$ cat config.mk
export PLATFORM = sky130hd
export DESIGN_NAME = gmii_rx
export DESIGN_NICKNAME = d
export VERILOG_FILES = /design/src/rtl/gmii_pkg.sv /design/src/rtl/rx_crc32.sv /design/src/rtl/gmii_rx.sv
export SDC_FILE = /design/constraint.sdc
export NUM_CORES = 1
export LEC_CHECK = 0
export BUFFER_PORTS_ARGS = -buffer_cell sky130_fd_sc_hd__buf_2
export CAP_MARGIN = 20
export CELL_PAD_IN_SITES_DETAIL_PLACEMENT = 0
export CELL_PAD_IN_SITES_GLOBAL_PLACEMENT = 2
export CORE_MARGIN = 2
export CORE_UTILIZATION = 39
export CTS_CLUSTER_SIZE = 40
export DETAILED_ROUTE_END_ITERATION = 7
export PLACE_DENSITY = 0.83
export SYNTH_ARGS = -nofsm -noshare
export SYNTH_HDL_FRONTEND = slang
export SYNTH_HIERARCHICAL = 1
export SYNTH_SLANG_ARGS = --single-unit
export TNS_END_PERCENT = 10
$ cat constraint.sdc
create_clock -name rx_clk -period 4.73 [get_ports rx_clk]
set_clock_uncertainty 0.2 [all_clocks]
set_input_delay 0 -clock rx_clk [delete_from_list [all_inputs] [get_ports rx_clk]]
set_output_delay 0 -clock rx_clk [all_outputs]
set_load 0.005 [all_outputs]
$ cat src/rtl/gmii_pkg.sv
// Shared GMII video/audio link definitions: receiver state encoding, packet idents,
// CRC-32 constants and header byte offsets (counted from the first byte of each section).
package gmii_pkg;

    typedef enum logic [3:0] {
        IDLE, PRE, ETH, IP, UDP, IDENT, RESOL, PIX, AUXID, AUX, FCS, DROP
    } rx_state_e;

    localparam logic [7:0] ID_VIDEO     = 8'd0;
    localparam logic [7:0] ID_AUDIO     = 8'd1;
    localparam logic [7:0] ID_VIDAX     = 8'd2;

    localparam logic [7:0] PRE_BYTE     = 8'h55;
    localparam logic [7:0] SFD_BYTE     = 8'hD5;
    localparam logic [7:0] IP_PROTO_UDP = 8'h11;

    localparam logic [31:0] CRC_POLY_REFL = 32'hEDB88320;
    localparam logic [31:0] CRC_INIT      = 32'hFFFFFFFF;
    localparam logic [31:0] CRC_RESIDUE   = 32'hC704DD7B;

    // The first 0x55 is consumed in IDLE, so PRE may see at most six more.
    localparam logic [10:0] PRE_EXTRA_MAX = 11'd6;
    localparam logic [10:0] ETH_MAC_LAST  = 11'd5;
    localparam logic [10:0] ETH_TYPE_HI   = 11'd12;
    localparam logic [10:0] ETH_LAST      = 11'd13;
    localparam logic [10:0] IP_PROTO_OFS  = 11'd9;
    localparam logic [10:0] IP_LAST       = 11'd19;
    localparam logic [10:0] UDP_DPORT_HI  = 11'd2;
    localparam logic [10:0] UDP_DPORT_LO  = 11'd3;
    localparam logic [10:0] UDP_LAST      = 11'd7;
    localparam logic [10:0] FCS_LAST      = 11'd3;

    function automatic logic [7:0] mac_byte(input logic [47:0] mac, input logic [2:0] idx);
        logic [7:0] b;
        case (idx)
            3'd0:    b = mac[47:40];
            3'd1:    b = mac[39:32];
            3'd2:    b = mac[31:24];
            3'd3:    b = mac[23:16];
            3'd4:    b = mac[15:8];
            default: b = mac[7:0];
        endcase
        return b;
    endfunction

    function automatic logic [31:0] crc32_byte(input logic [31:0] crc, input logic [7:0] d);
        logic [31:0] c;
        c = crc ^ {24'd0, d};
        for (int i = 0; i < 8; i++) begin
            c = c[0] ? ((c >> 1) ^ CRC_POLY_REFL) : (c >> 1);
        end
        return c;
    endfunction

    function automatic logic [31:0] bit_rev32(input logic [31:0] v);
        logic [31:0] r;
        for (int i = 0; i < 32; i++) begin
            r[i] = v[31-i];
        end
        return r;
    endfunction

endpackage

$ cat src/rtl/rx_crc32.sv
// Byte-wide reflected CRC-32 (poly 0x04C11DB7) over the received frame, with a
// combinational residue check that already includes the byte being accepted.
module rx_crc32
    import gmii_pkg::*;
(
    input  logic       clk_i,
    input  logic       rst_n_i,
    input  logic       init_i,
    input  logic       en_i,
    input  logic [7:0] data_i,
    output logic       match_o
);

    logic [31:0] crc_q;
    logic [31:0] crc_d;

    assign crc_d = crc32_byte(crc_q, data_i);

    always_ff @(posedge clk_i or negedge rst_n_i) begin
        if (!rst_n_i) begin
            crc_q <= CRC_INIT;
        end else if (init_i) begin
            crc_q <= CRC_INIT;
        end else if (en_i) begin
            crc_q <= crc_d;
        end
    end

    // The residue constant is quoted in normal bit order; the register runs reflected.
    assign match_o = (bit_rev32(crc_d) == CRC_RESIDUE);

endmodule

$ cat src/rtl/gmii_rx.sv
// GMII receive front end: strips Ethernet/IPv4/UDP headers, filters the frame and
// demultiplexes video pixel pairs and aux bytes into the sink FIFOs.
//  IDLE  | wait for a fresh rx_dv         PRE   | 0x55 run up to SFD
//  ETH   | MAC / ethertype filter         IP    | protocol byte check
//  UDP   | destination port filter        IDENT | packet type byte
//  RESOL | line header word               PIX   | pixel pairs to video FIFO
//  AUXID | aux block header                AUX   | aux bytes to audio FIFO
//  FCS   | CRC residue check              DROP  | ignore until rx_dv falls
module gmii_rx
    import gmii_pkg::*;
#(
    parameter logic [47:0] MY_MAC    = 48'h002345678902,
    parameter logic [15:0] ETH_TYPE  = 16'h0800,
    parameter logic [15:0] UDP_DPORT = 16'd12345,
    parameter logic [10:0] PIX_BYTES = 11'd1200,
    parameter logic [5:0]  AUX_BYTES = 6'd32,
    parameter logic [4:0]  AUX_MAX   = 5'd20
) (
    input  logic        rx_clk,
    input  logic        sys_rst_n,
    input  logic        id,
    input  logic        rx_dv,
    input  logic        rx_er,
    input  logic [7:0]  rxd,
    output logic        line_hdr_vld,
    output logic [15:0] line_hdr,
    output logic        pix_wr_en,
    output logic [15:0] pix_din,
    input  logic        pix_full,
    output logic        ax_wr_en,
    output logic [23:0] ax_din,
    input  logic        ax_full,
    output logic        frame_done,
    output logic        frame_ok,
    output logic        ovf
);

    localparam logic [10:0] PIX_LAST = PIX_BYTES - 11'd1;
    localparam logic [10:0] AUX_LAST = {5'd0, AUX_BYTES} - 11'd1;

    logic [7:0]  rxd_q;
    logic        dv_q, er_q, armed_q;

    rx_state_e   state_q, state_d;
    logic [10:0] cnt_q, cnt_d;
    logic        vidax_q, vidax_d;
    logic [4:0]  blk_q, blk_d;
    logic        last_blk_q, last_blk_d;
    logic [7:0]  byte_q, byte_d;
    logic [15:0] aux_hdr_q, aux_hdr_d;

    logic        line_hdr_vld_q, line_hdr_vld_d;
    logic [15:0] line_hdr_q, line_hdr_d;
    logic        pix_wr_en_q, pix_wr_en_d;
    logic [15:0] pix_din_q, pix_din_d;
    logic        ax_wr_en_q, ax_wr_en_d;
    logic [23:0] ax_din_q, ax_din_d;
    logic        frame_done_q, frame_done_d;
    logic        frame_ok_q, frame_ok_d;
    logic        ovf_q, ovf_d;

    logic        crc_init, crc_en, crc_match;
    logic [7:0]  mac_exp;
    logic        abort, mismatch;

    rx_crc32 u_crc (
        .clk_i   (rx_clk),
        .rst_n_i (sys_rst_n),
        .init_i  (crc_init),
        .en_i    (crc_en),
        .data_i  (rxd_q),
        .match_o (crc_match)
    );

    assign mac_exp = (cnt_q == ETH_MAC_LAST) ? (MY_MAC[7:0] - {7'd0, id})
                                             : mac_byte(MY_MAC, cnt_q[2:0]);
    assign abort   = !dv_q || er_q;

    always_comb begin
        state_d        = state_q;
        cnt_d          = cnt_q;
        vidax_d        = vidax_q;
        blk_d          = blk_q;
        last_blk_d     = last_blk_q;
        byte_d         = byte_q;
        aux_hdr_d      = aux_hdr_q;
        line_hdr_vld_d = 1'b0;
        line_hdr_d     = line_hdr_q;
        pix_wr_en_d    = 1'b0;
        pix_din_d      = pix_din_q;
        ax_wr_en_d     = 1'b0;
        ax_din_d       = ax_din_q;
        frame_done_d   = 1'b0;
        frame_ok_d     = frame_ok_q;
        ovf_d          = ovf_q;
        crc_init       = 1'b0;
        crc_en         = 1'b0;
        mismatch       = 1'b0;

        case (state_q)
            IDLE: begin
                crc_init = 1'b1;
                if (dv_q && armed_q) begin
                    state_d = (rxd_q == PRE_BYTE) ? PRE : DROP;
                end
            end
            PRE: begin
                crc_init = 1'b1;
                if (abort) begin
                    state_d = DROP;
                end else if (rxd_q == SFD_BYTE) begin
                    state_d = ETH;
                end else if (rxd_q == PRE_BYTE && cnt_q < PRE_EXTRA_MAX) begin
                    cnt_d = cnt_q + 11'd1;
                end else begin
                    state_d = DROP;
                end
            end
            DROP: begin
                if (!dv_q) state_d = IDLE;
            end
            default: begin
                if (abort) begin
                    if (state_q inside {IDENT, RESOL, PIX, AUXID, AUX, FCS}) begin
                        frame_done_d = 1'b1;
                        frame_ok_d   = 1'b0;
                    end
                    state_d = DROP;
                end else begin
                    crc_en = 1'b1;
                    cnt_d  = cnt_q + 11'd1;
                    case (state_q)
                        ETH: begin
                            if (cnt_q <= ETH_MAC_LAST)     mismatch = (rxd_q != mac_exp);
                            else if (cnt_q == ETH_TYPE_HI) mismatch = (rxd_q != ETH_TYPE[15:8]);
                            else if (cnt_q == ETH_LAST)    mismatch = (rxd_q != ETH_TYPE[7:0]);
                            if (mismatch)               state_d = DROP;
                            else if (cnt_q == ETH_LAST) state_d = IP;
                        end
                        IP: begin
                            mismatch = (cnt_q == IP_PROTO_OFS) && (rxd_q != IP_PROTO_UDP);
                            if (mismatch)              state_d = DROP;
                            else if (cnt_q == IP_LAST) state_d = UDP;
                        end
                        UDP: begin
                            if (cnt_q == UDP_DPORT_HI)      mismatch = (rxd_q != UDP_DPORT[15:8]);
                            else if (cnt_q == UDP_DPORT_LO) mismatch = (rxd_q != UDP_DPORT[7:0]);
                            if (mismatch)               state_d = DROP;
                            else if (cnt_q == UDP_LAST) state_d = IDENT;
                        end
                        IDENT: begin
                            blk_d = 5'd0;
                            case (rxd_q)
                                ID_VIDEO: begin vidax_d = 1'b0; state_d = RESOL; end
                                ID_VIDAX: begin vidax_d = 1'b1; state_d = RESOL; end
                                ID_AUDIO: begin vidax_d = 1'b0; state_d = AUXID; end
                                default:  state_d = DROP;
                            endcase
                        end
                        RESOL: begin
                            if (cnt_q == 11'd0) begin
                                byte_d = rxd_q;
                            end else begin
                                line_hdr_d     = {byte_q, rxd_q};
                                line_hdr_vld_d = 1'b1;
                                state_d        = PIX;
                            end
                        end
                        PIX: begin
                            if (!cnt_q[0]) begin
                                byte_d = rxd_q;
                            end else begin
                                pix_din_d = {byte_q, rxd_q};
                                if (pix_full) ovf_d       = 1'b1;
                                else          pix_wr_en_d = 1'b1;
                            end
                            if (cnt_q == PIX_LAST) state_d = vidax_q ? AUXID : FCS;
                        end
                        AUXID: begin
                            if (cnt_q == 11'd0) begin
                                byte_d = rxd_q;
                            end else if (blk_q == AUX_MAX) begin
                                frame_done_d = 1'b1;
                                frame_ok_d   = 1'b0;
                                state_d      = DROP;
                            end else begin
                                aux_hdr_d  = {byte_q, rxd_q};
                                last_blk_d = (rxd_q[7:3] <= 5'd1);
                                blk_d      = blk_q + 5'd1;
                                state_d    = AUX;
                            end
                        end
                        AUX: begin
                            ax_din_d = {aux_hdr_q, rxd_q};
                            if (ax_full) ovf_d      = 1'b1;
                            else         ax_wr_en_d = 1'b1;
                            if (cnt_q == AUX_LAST) state_d = last_blk_q ? FCS : AUXID;
                        end
                        FCS: begin
                            if (cnt_q == FCS_LAST) begin
                                frame_done_d = 1'b1;
                                frame_ok_d   = crc_match;
                                state_d      = DROP;
                            end
                        end
                        default: state_d = DROP;
                    endcase
                end
            end
        endcase

        if (state_d != state_q) cnt_d = 11'd0;
    end

    always_ff @(posedge rx_clk or negedge sys_rst_n) begin
        if (!sys_rst_n) begin
            rxd_q          <= 8'd0;
            dv_q           <= 1'b0;
            er_q           <= 1'b0;
            armed_q        <= 1'b0;
            state_q        <= IDLE;
            cnt_q          <= 11'd0;
            vidax_q        <= 1'b0;
            blk_q          <= 5'd0;
            last_blk_q     <= 1'b0;
            byte_q         <= 8'd0;
            aux_hdr_q      <= 16'd0;
            line_hdr_vld_q <= 1'b0;
            line_hdr_q     <= 16'd0;
            pix_wr_en_q    <= 1'b0;
            pix_din_q      <= 16'd0;
            ax_wr_en_q     <= 1'b0;
            ax_din_q       <= 24'd0;
            frame_done_q   <= 1'b0;
            frame_ok_q     <= 1'b0;
            ovf_q          <= 1'b0;
        end else begin
            rxd_q          <= rxd;
            dv_q           <= rx_dv;
            er_q           <= rx_er;
            // A frame may only start once rx_dv has been seen low after reset.
            armed_q        <= armed_q | ~dv_q;
            state_q        <= state_d;
            cnt_q          <= cnt_d;
            vidax_q        <= vidax_d;
            blk_q          <= blk_d;
            last_blk_q     <= last_blk_d;
            byte_q         <= byte_d;
            aux_hdr_q      <= aux_hdr_d;
            line_hdr_vld_q <= line_hdr_vld_d;
            line_hdr_q     <= line_hdr_d;
            pix_wr_en_q    <= pix_wr_en_d;
            pix_din_q      <= pix_din_d;
            ax_wr_en_q     <= ax_wr_en_d;
            ax_din_q       <= ax_din_d;
            frame_done_q   <= frame_done_d;
            frame_ok_q     <= frame_ok_d;
            ovf_q          <= ovf_d;
        end
    end

    assign line_hdr_vld = line_hdr_vld_q;
    assign line_hdr     = line_hdr_q;
    assign pix_wr_en    = pix_wr_en_q;
    assign pix_din      = pix_din_q;
    assign ax_wr_en     = ax_wr_en_q;
    assign ax_din       = ax_din_q;
    assign frame_done   = frame_done_q;
    assign frame_ok     = frame_ok_q;
    assign ovf          = ovf_q;

endmodule
==> results.md, run 1 <==
- Outcome: completed
- Top cell type's share of synthesized area: 36.2%
- Layout Area Growth over Synthesis: 17.1%
- Largest family of logic cells by synthesized area: simple AND/OR/NAND/NOR gates
- CTS buffer count: 17
- H-tree depth: 4
- Antenna-violating nets left: 0
- CP required: 4.84 ns
- Initial Utilization: 39.5%
- Post-synth cell types: 86
- Xor and xnor area share after synthesis: 11.7%
- CTS root buffer: clkbuf_16
- Simple logic cell fraction of the synthesized area: 17.1%
- # resized after CTS: 0
- Fmax: 264 MHz
- DRC: 0
- EDFF count, synth: 0
- Final setup TNS: 0 ns
- Register clock-pin slew on the reported worst setup and hold paths: 0.07 ns
- Fill count: 1946
- Vias post-DR: 6150
- Post-synthesis mux area share: 10.4%
- Seq. cell area: 0.00382 sq mm
- Peak VDD IR: 0.000259 V
- Max cap viols: 0
- Tcrit/Tclk final: 80.0%
- Crit path cell chain: inv_1, ha_1, and2_1, a311oi_1, nor2_1, or4_1, a211oi_1, o21ai_1, and2_1, o32a_1
- First-pass GRT wire length: 34.9 mm
- IO buf count: 76
- N_diodes: 0
- Min-delay worst type: in -> async
- DPL Wire Length: 14.5 mm
- Fin. max-slew vios: 0
- Crit path capture type: flip-flop
- Total Wirelength: 21.8 mm
- LEAKAGE: 4.39 nW
- Async S/R FF share, synth: 100%
- Synth area leaders: dfrtp_1, dfstp_2, mux2_2
- Clk sinks: 151
- Initial antenna violation count: 0
- Clock latency at the later pin of the worst-skew pair: 0.42 ns
- Cell Rows: 53
- GRT Total Usage: 20.1%
- Post-Synth Adder-Cell Area: 1.22%
- GP Congestion: 0.903
- Final Net Count: 861
- Tot Pwr: 5.79 mW
- Die width: 149 um
- Final core occ: 46.2%
- Fin. Hold Viols: 0
- Die height: 149 um
- CP max stage delay: 0.76 ns
- Critical path peak fanout: 21
- Leading area contributor after synthesis: dfrtp_1
- Syn nets: 787
- Post-synthesis sequential area ratio: 46.5%
- Rel. slew slack: 32.6%
- Post-Syn Instances: 764
- First DRT Iteration DRCs: 515
- Critical Path AT: 3.89 ns
- Power per cell area: 602 mW/mm^2
- Full die area: 0.0222 sq mm
- Synth Warn #: 6
- Multi-input logic area: 0.00416 sq mm
- Post-synthesis compound-gate area fraction: 10.2%
- Largest net degree at the start of global routing: 104
- Avg Inst Size Synth: 10.8 sq um
- Via/cell ratio: 5.46
- TritonCTS clock tree: built
- Share of post-route cells with drive strength above 1: 30.7%
- Final setup fails: 0
- WHS: 0.0174 ns
- Mapped cell area: 0.00822 sq mm
- Io pins: 77
- Core area: 0.0208 sq mm
- Clock buffer depth: 2
- Yosys reg bits: 151
- Vias in the first global route: 6136
- Worst-Margin Slew: 1.01 ns
- Min Tclk post-route: 3.78 ns
- Critical path class: reg -> reg
- CP most frequent cell: and2_1
- Slowest-stage cell, CP: dfrtp_1
- CP Launch Type: flip-flop
- TritonRoute pass-1 iters: 5
- Routed wire per std cell: 19.3 um
- Ys flop type: dfrtp_1
- RSZ-0062 raised after global routing: false
- Gr ovfl total: 0
## state kept, by name, summed over array words and instances, names as in the netlist, 4 cells and up
name,flops
pix_din,16
byte_q,8
cnt_q,11
state_q,4
aux_hdr_q,16
rxd_q,8
blk_q,5
u_crc/crc_q,32
line_hdr,16
ax_din,24
## timing repair
item | in CTS | in global routing
hold endpoints to repair | 84 | 0
hold buffers | 14 | 0
setup buffers | 0 | 0
## worst max-delay path: cells and delay by family, from the launching register on
family / cells / cell delay [ns]
AOI/OAI and AO/OA: 4 / 1.09
adders and majority gates: 1 / 0.33
buffers and inverters: 1 / 0.26
DFF: 1 / 0.76
and+or+nand+nor: 4 / 1.03
## cells by family after synthesis
group | count (synthesis)
buffers and inverters | 61
DFF | 151
adders and majority gates | 8
and+or+nand+nor | 263
muxes | 76
AOI/OAI and AO/OA | 114
xor gates and xnor gates | 91
## stage by stage
stage / setup WS (ns) / area [sq um] / instances
2_1_floorplan: 1.42 / 8220 / 764
3_3_place_gp: 1.18 / 8850 / 1080
3_5_place_dp: 1.05 / 8850 / 1080
4_1_cts: 1.04 / 9620 / 1126
5_1_grt: 0.683 / 9620 / 1126
6_report: 0.945 / 9620 / 1126
## layout by cell type (no fill, tap or decap), types with 5 or more instances in the layout
cell type,instances
buf_4,12
nor3b_1,5
nor3_2,5
dlygate4sd3_1,14
xor2_1,44
ha_1,8
dfstp_2,32
o21ai_0,14
nor4_1,9
nand2_1,63
nand4_1,12
a21oi_1,19
buf_2,75
and3_1,6
mux2_2,73
or2_2,11
nor2b_1,12
a211o_1,13
a31oi_1,5
xnor2_1,35
clkinv_8,6
or3_1,6
dfrtp_1,119
nor2_1,69
nand2b_1,12
o21bai_1,6
a211oi_1,6
nor3_1,10
clkbuf_16,17
nand3_1,8
and2_1,5
o211ai_1,6
inv_1,13
## layer usage
layer	share of wire (%)	track usage (%)	vias up
met2	44	29.8	213
met5	0	0	-
met4	1.3	5.14	0
met1	48	29.3	3055
li1	-	-	2857
met3	6.7	5.29	25
## power breakdown
part | leakage [nW] | switching, mW | internal (mW)
combinational | 2.16 | 1.34 | 1.14
clock | 0.301 | 0.667 | 0.768
sequential | 1.94 | 0.262 | 1.62
## synthesized netlist by cell type, drive strengths merged (4+ instances only)
master	count
a211o	13
a211oi	6
a21oi	21
a31oi	5
and2	5
and3	6
buf	9
clkbuf	38
dfrtp	119
dfstp	32
ha	8
inv	13
mux2	73
nand2	63
nand2b	12
nand3	9
nand4	12
nor2	69
nor2b	12
nor3	15
nor3b	5
nor4	11
o211ai	6
o21ai	16
o21bai	6
or2	12
or3	7
xnor2	41
xnor3	4
xor2	45
## cell type report
| class | instances | share of cell area (%) |
|---|---|---|
| Inverter | 14 | 0.546 |
| Timing Repair Buffer | 102 | 6.41 |
| Clock inverter | 15 | 2.12 |
| Tap cell | 275 | 3.58 |
| Clock buffer | 17 | 4.42 |
| Sequential cell | 151 | 39.7 |
| Multi-Input combinational cell | 552 | 43.2 |
## worst paths after layout
path                       slack (ns)       from    endpoint  depth (start not counted)
max                              0.95   cnt_q[2]  state_q[0]                         10
min                              0.02  sys_rst_n        er_q                          2
max reg2reg                      0.95   cnt_q[2]  state_q[0]                         10
min reg2reg                      0.27        ovf         ovf                          1
max in group asynchronous        3.00  sys_rst_n  pix_din[5]                          3
min in group rx_clk              0.02     rxd[4]    rxd_q[4]                          2
Power figures use the tool's default switching activity.
==> inputs of run 2 (changes only) <==
--- a/config.mk
+++ b/config.mk
@@ -5,15 +5,16 @@
 export SDC_FILE = /design/constraint.sdc
 export NUM_CORES = 1
 export LEC_CHECK = 0
+export ABC_AREA = 1
 export BUFFER_PORTS_ARGS = -buffer_cell sky130_fd_sc_hd__buf_2
 export CAP_MARGIN = 20
 export CELL_PAD_IN_SITES_DETAIL_PLACEMENT = 0
 export CELL_PAD_IN_SITES_GLOBAL_PLACEMENT = 2
 export CORE_MARGIN = 2
-export CORE_UTILIZATION = 39
+export CORE_UTILIZATION = 35
 export CTS_CLUSTER_SIZE = 40
 export DETAILED_ROUTE_END_ITERATION = 7
-export PLACE_DENSITY = 0.83
+export PLACE_DENSITY = 0.85
 export SYNTH_ARGS = -nofsm -noshare
 export SYNTH_HDL_FRONTEND = slang
 export SYNTH_HIERARCHICAL = 1
==> constraint.sdc (replaced) <==
create_clock -name rx_clk -period 3.65 [get_ports rx_clk]
set_clock_uncertainty 0.2 [all_clocks]
set_input_delay 0 -clock rx_clk [delete_from_list [all_inputs] [get_ports rx_clk]]
set_output_delay 0 -clock rx_clk [all_outputs]
set_load 0.005 [all_outputs]
==> run 2 against run 1 <==
Compared with the run above:
- cell count increased by 39%
- clock power is 27% higher
- sequential power grew 27%
- largest cell class unchanged
- synthesized cell count up 49%
- synthesized area grew 2.0%
- die area rose by 13%
- power increased by 21%
- core utilization shrank 3.9 points
- register-to-register slack got worse by 0.48 ns
- routed wire length grew 12%
- worst setup slack worse by 0.48 ns
- global-route usage fell by 0.099 points
==> results.md, run 2 <==
- Outcome: completed
- Die width: 159 um
- First DRT Iteration DRCs: 552
- CP most frequent cell: nand2_1
- CTS buffer count: 17
- CP required: 3.79 ns
- Pint: 3.95 mW
- LEAKAGE: 5.20 nW
- Crit path capture type: flip-flop
- Commonest cells after routing, fill and taps aside: nand2_1, dfrtp_1, inv_1
- Fin. max-slew vios: 0
- First-pass GRT wire length: 40.0 mm
- Final core occ: 42.3%
- Synth area leaders: dfrtp_1, nand2_1, dfstp_2
- CP top delay family: simple AND/OR/NAND/NOR gates
- Most flop-heavy register: u_crc/crc_q
- TritonCTS clock tree: built
- Tcrit/Tclk final: 87.2%
- Min Tclk post-route: 3.18 ns
- Largest net degree at the start of global routing: 50
- Net Switching: 3.07 mW
- Fill count: 2434
- Critical path class: reg -> reg
- Final Net Count: 1261
- Initial antenna violation count: 0
- CP Launch Type: flip-flop
- Most common cell after layout, fill and taps aside: nand2_1
- Cell Rows: 56
- Core area: 0.0235 sq mm
- Post-synth cell types: 45
- Yosys reg bits: 151
- Layout Area Growth over Synthesis: 18.6%
- Top cell type's share of synthesized area: 35.5%
- DPL Wire Length: 17.6 mm
- Register clock-pin slew on the reported worst setup and hold paths: 0.07 ns
- Peak VDD IR: 0.000316 V
- Leading area contributor after synthesis: dfrtp_1
- Final setup TNS: 0 ns
- Share of post-route cells with drive strength above 1: 18.9%
- Synth Warn #: 6
- Crit path cell chain: inv_1, nand2_1, nand2_1, nand2_1, nand2_1, nand2_1, nand2_2, xor2_1, nand3_1, nor2_1, nand2_1, nor2_1, nand3_1, o21ai_0
- Ys flop type: dfrtp_1
- Clock buffer depth: 2
- Slowest-stage cell, CP: dfrtp_1
- Sequential power share: 33.8%
- CTS root buffer: clkbuf_16
- Vias in the first global route: 7269
- N_diodes: 0
- Min-delay worst type: in -> reg
- Final setup fails: 0
- Rel. slew slack: 58.4%
- Avg Inst Size Synth: 7.36 sq um
- GP Congestion: 0.882
- Max cap viols: 0
- Via/cell ratio: 4.76
- Clock network power share: 25.9%
- Register-to-register setup slack: 0.47 ns
- Async S/R FF share, synth: 100%
- Worst setup margin: 0.467 ns
- Sw frac: 43.7%
- EDFF count, synth: 0
- Clock latency at the later pin of the worst-skew pair: 0.44 ns
- RSZ-0062 raised after global routing: false
- Clk sinks: 151
- Largest register FFs: 32
- GRT Total Usage: 20.0%
- Full die area: 0.0252 sq mm
- Critical path peak fanout: 12
- Combinational share of power: 40.3%
- Fin. Hold Viols: 0
- CP max stage delay: 0.51 ns
- Total Wirelength: 24.3 mm
- Post-Syn Instances: 1138
- TritonRoute pass-1 iters: 7
- Routed wire per std cell: 15.5 um
- Final Instance Area: 0.00994 sq mm
- Die height: 159 um
- Most numerous cell in the Yosys netlist: nand2_1
- Worst-Margin Slew: 0.623 ns
- Critical Path AT: 3.32 ns
- DRC: 0
- Post-synthesis sequential area ratio: 45.6%
- Area post-placement: 0.00910 sq mm
- Mapped cell area: 0.00838 sq mm
- Power per cell area: 707 mW/mm^2
- Syn nets: 1161
- IO buf count: 76
- Most instantiated cells after synthesis: nand2_1, dfrtp_1, inv_1
- H-tree depth: 4
- Fmax: 314 MHz
- Gr ovfl total: 0
- Io pins: 77
- Antenna-violating nets left: 0
- Vias post-DR: 7466
- Post-placement worst setup slack: 0.478 ns
- Critical path buffers and inverters: 1
- Initial Utilization: 35.7%
- WHS: 0.0241 ns
## run 2: cell type report
| class | count | area [sq um] | share of cell area, % |
|---|---|---|---|
| timing repair buffer | 107 | 682 | 6.86 |
| clock inverter | 15 | 191 | 1.93 |
| clock buffer | 17 | 425 | 4.28 |
| multi-input combinational | 829 | 3920 | 39.5 |
| tap | 319 | 399 | 4.02 |
| sequential | 151 | 3820 | 38.4 |
| inverter | 132 | 499 | 5.02 |
## run 2: metrics by stage
step,cells,power [mW]
floorplan,1138,4.41
global placement,1517,5.21
detailed placement,1517,5.21
CTS,1570,7.09
global route,1570,7.61
finish,1570,7.02
## run 2: path summary, 6_finish.rpt
path | from | to | depth (start not counted)
worst min register to register | aux_hdr_q[3] | ax_din[11] | 2
worst max register to register | rxd_q[0] | frame_ok | 14
worst max-delay path | rxd_q[0] | frame_ok | 14
worst min-delay path | rxd[2] | rxd_q[2] | 2
max in group asynchronous | sys_rst_n | u_crc/crc_q[20] | 4
min in group asynchronous | sys_rst_n | aux_hdr_q[3] | 3
## run 2: per-layer routing
metal | routed length [um] | share of wire, % | track usage [%]
met2 | 10800 | 45 | 30.8
met1 | 12000 | 50 | 29.1
met4 | 362 | 1.5 | 5.46
met5 | 0 | 0 | 0
met3 | 1070 | 4.4 | 3.27
## run 2: cells by family after synthesis
logic type / count (synthesis) / synth area share, %
XOR/XNOR: 23 / 2.49
adder cells (fa/ha/maj): 8 / 1.19
AND/OR/NAND/NOR: 656 / 33.9
AO/OA/AOI/OAI: 142 / 9.19
buffers and inverters: 158 / 7.62
flip-flops: 151 / 45.6
## run 2: worst reg2reg max path, delay by kind of cell (launching register included)
kind	cells	cell delay, ns
AND/OR/NAND/NOR	11	1.81
flip-flops	1	0.51
XOR/XNOR	1	0.26
AO/OA/AOI/OAI	1	0.20
buffers and inverters	1	0.12
## run 2: power groups by stage
stage | Clock (mW) | Sequential [mW] | Combinational (mW)
after floorplan | 0 | 2.34 | 2.07
after global placement | 0 | 2.39 | 2.82
after detailed placement | 0 | 2.40 | 2.81
after CTS | 1.87 | 2.37 | 2.84
after global routing | 1.94 | 2.42 | 3.25
final | 1.82 | 2.38 | 2.83
## run 2: repair_timing
action,4_1_cts,5_1_grt
hold endpoints to repair,90,0
resized for setup,0,0
setup buffers,0,0
hold buffers,21,0
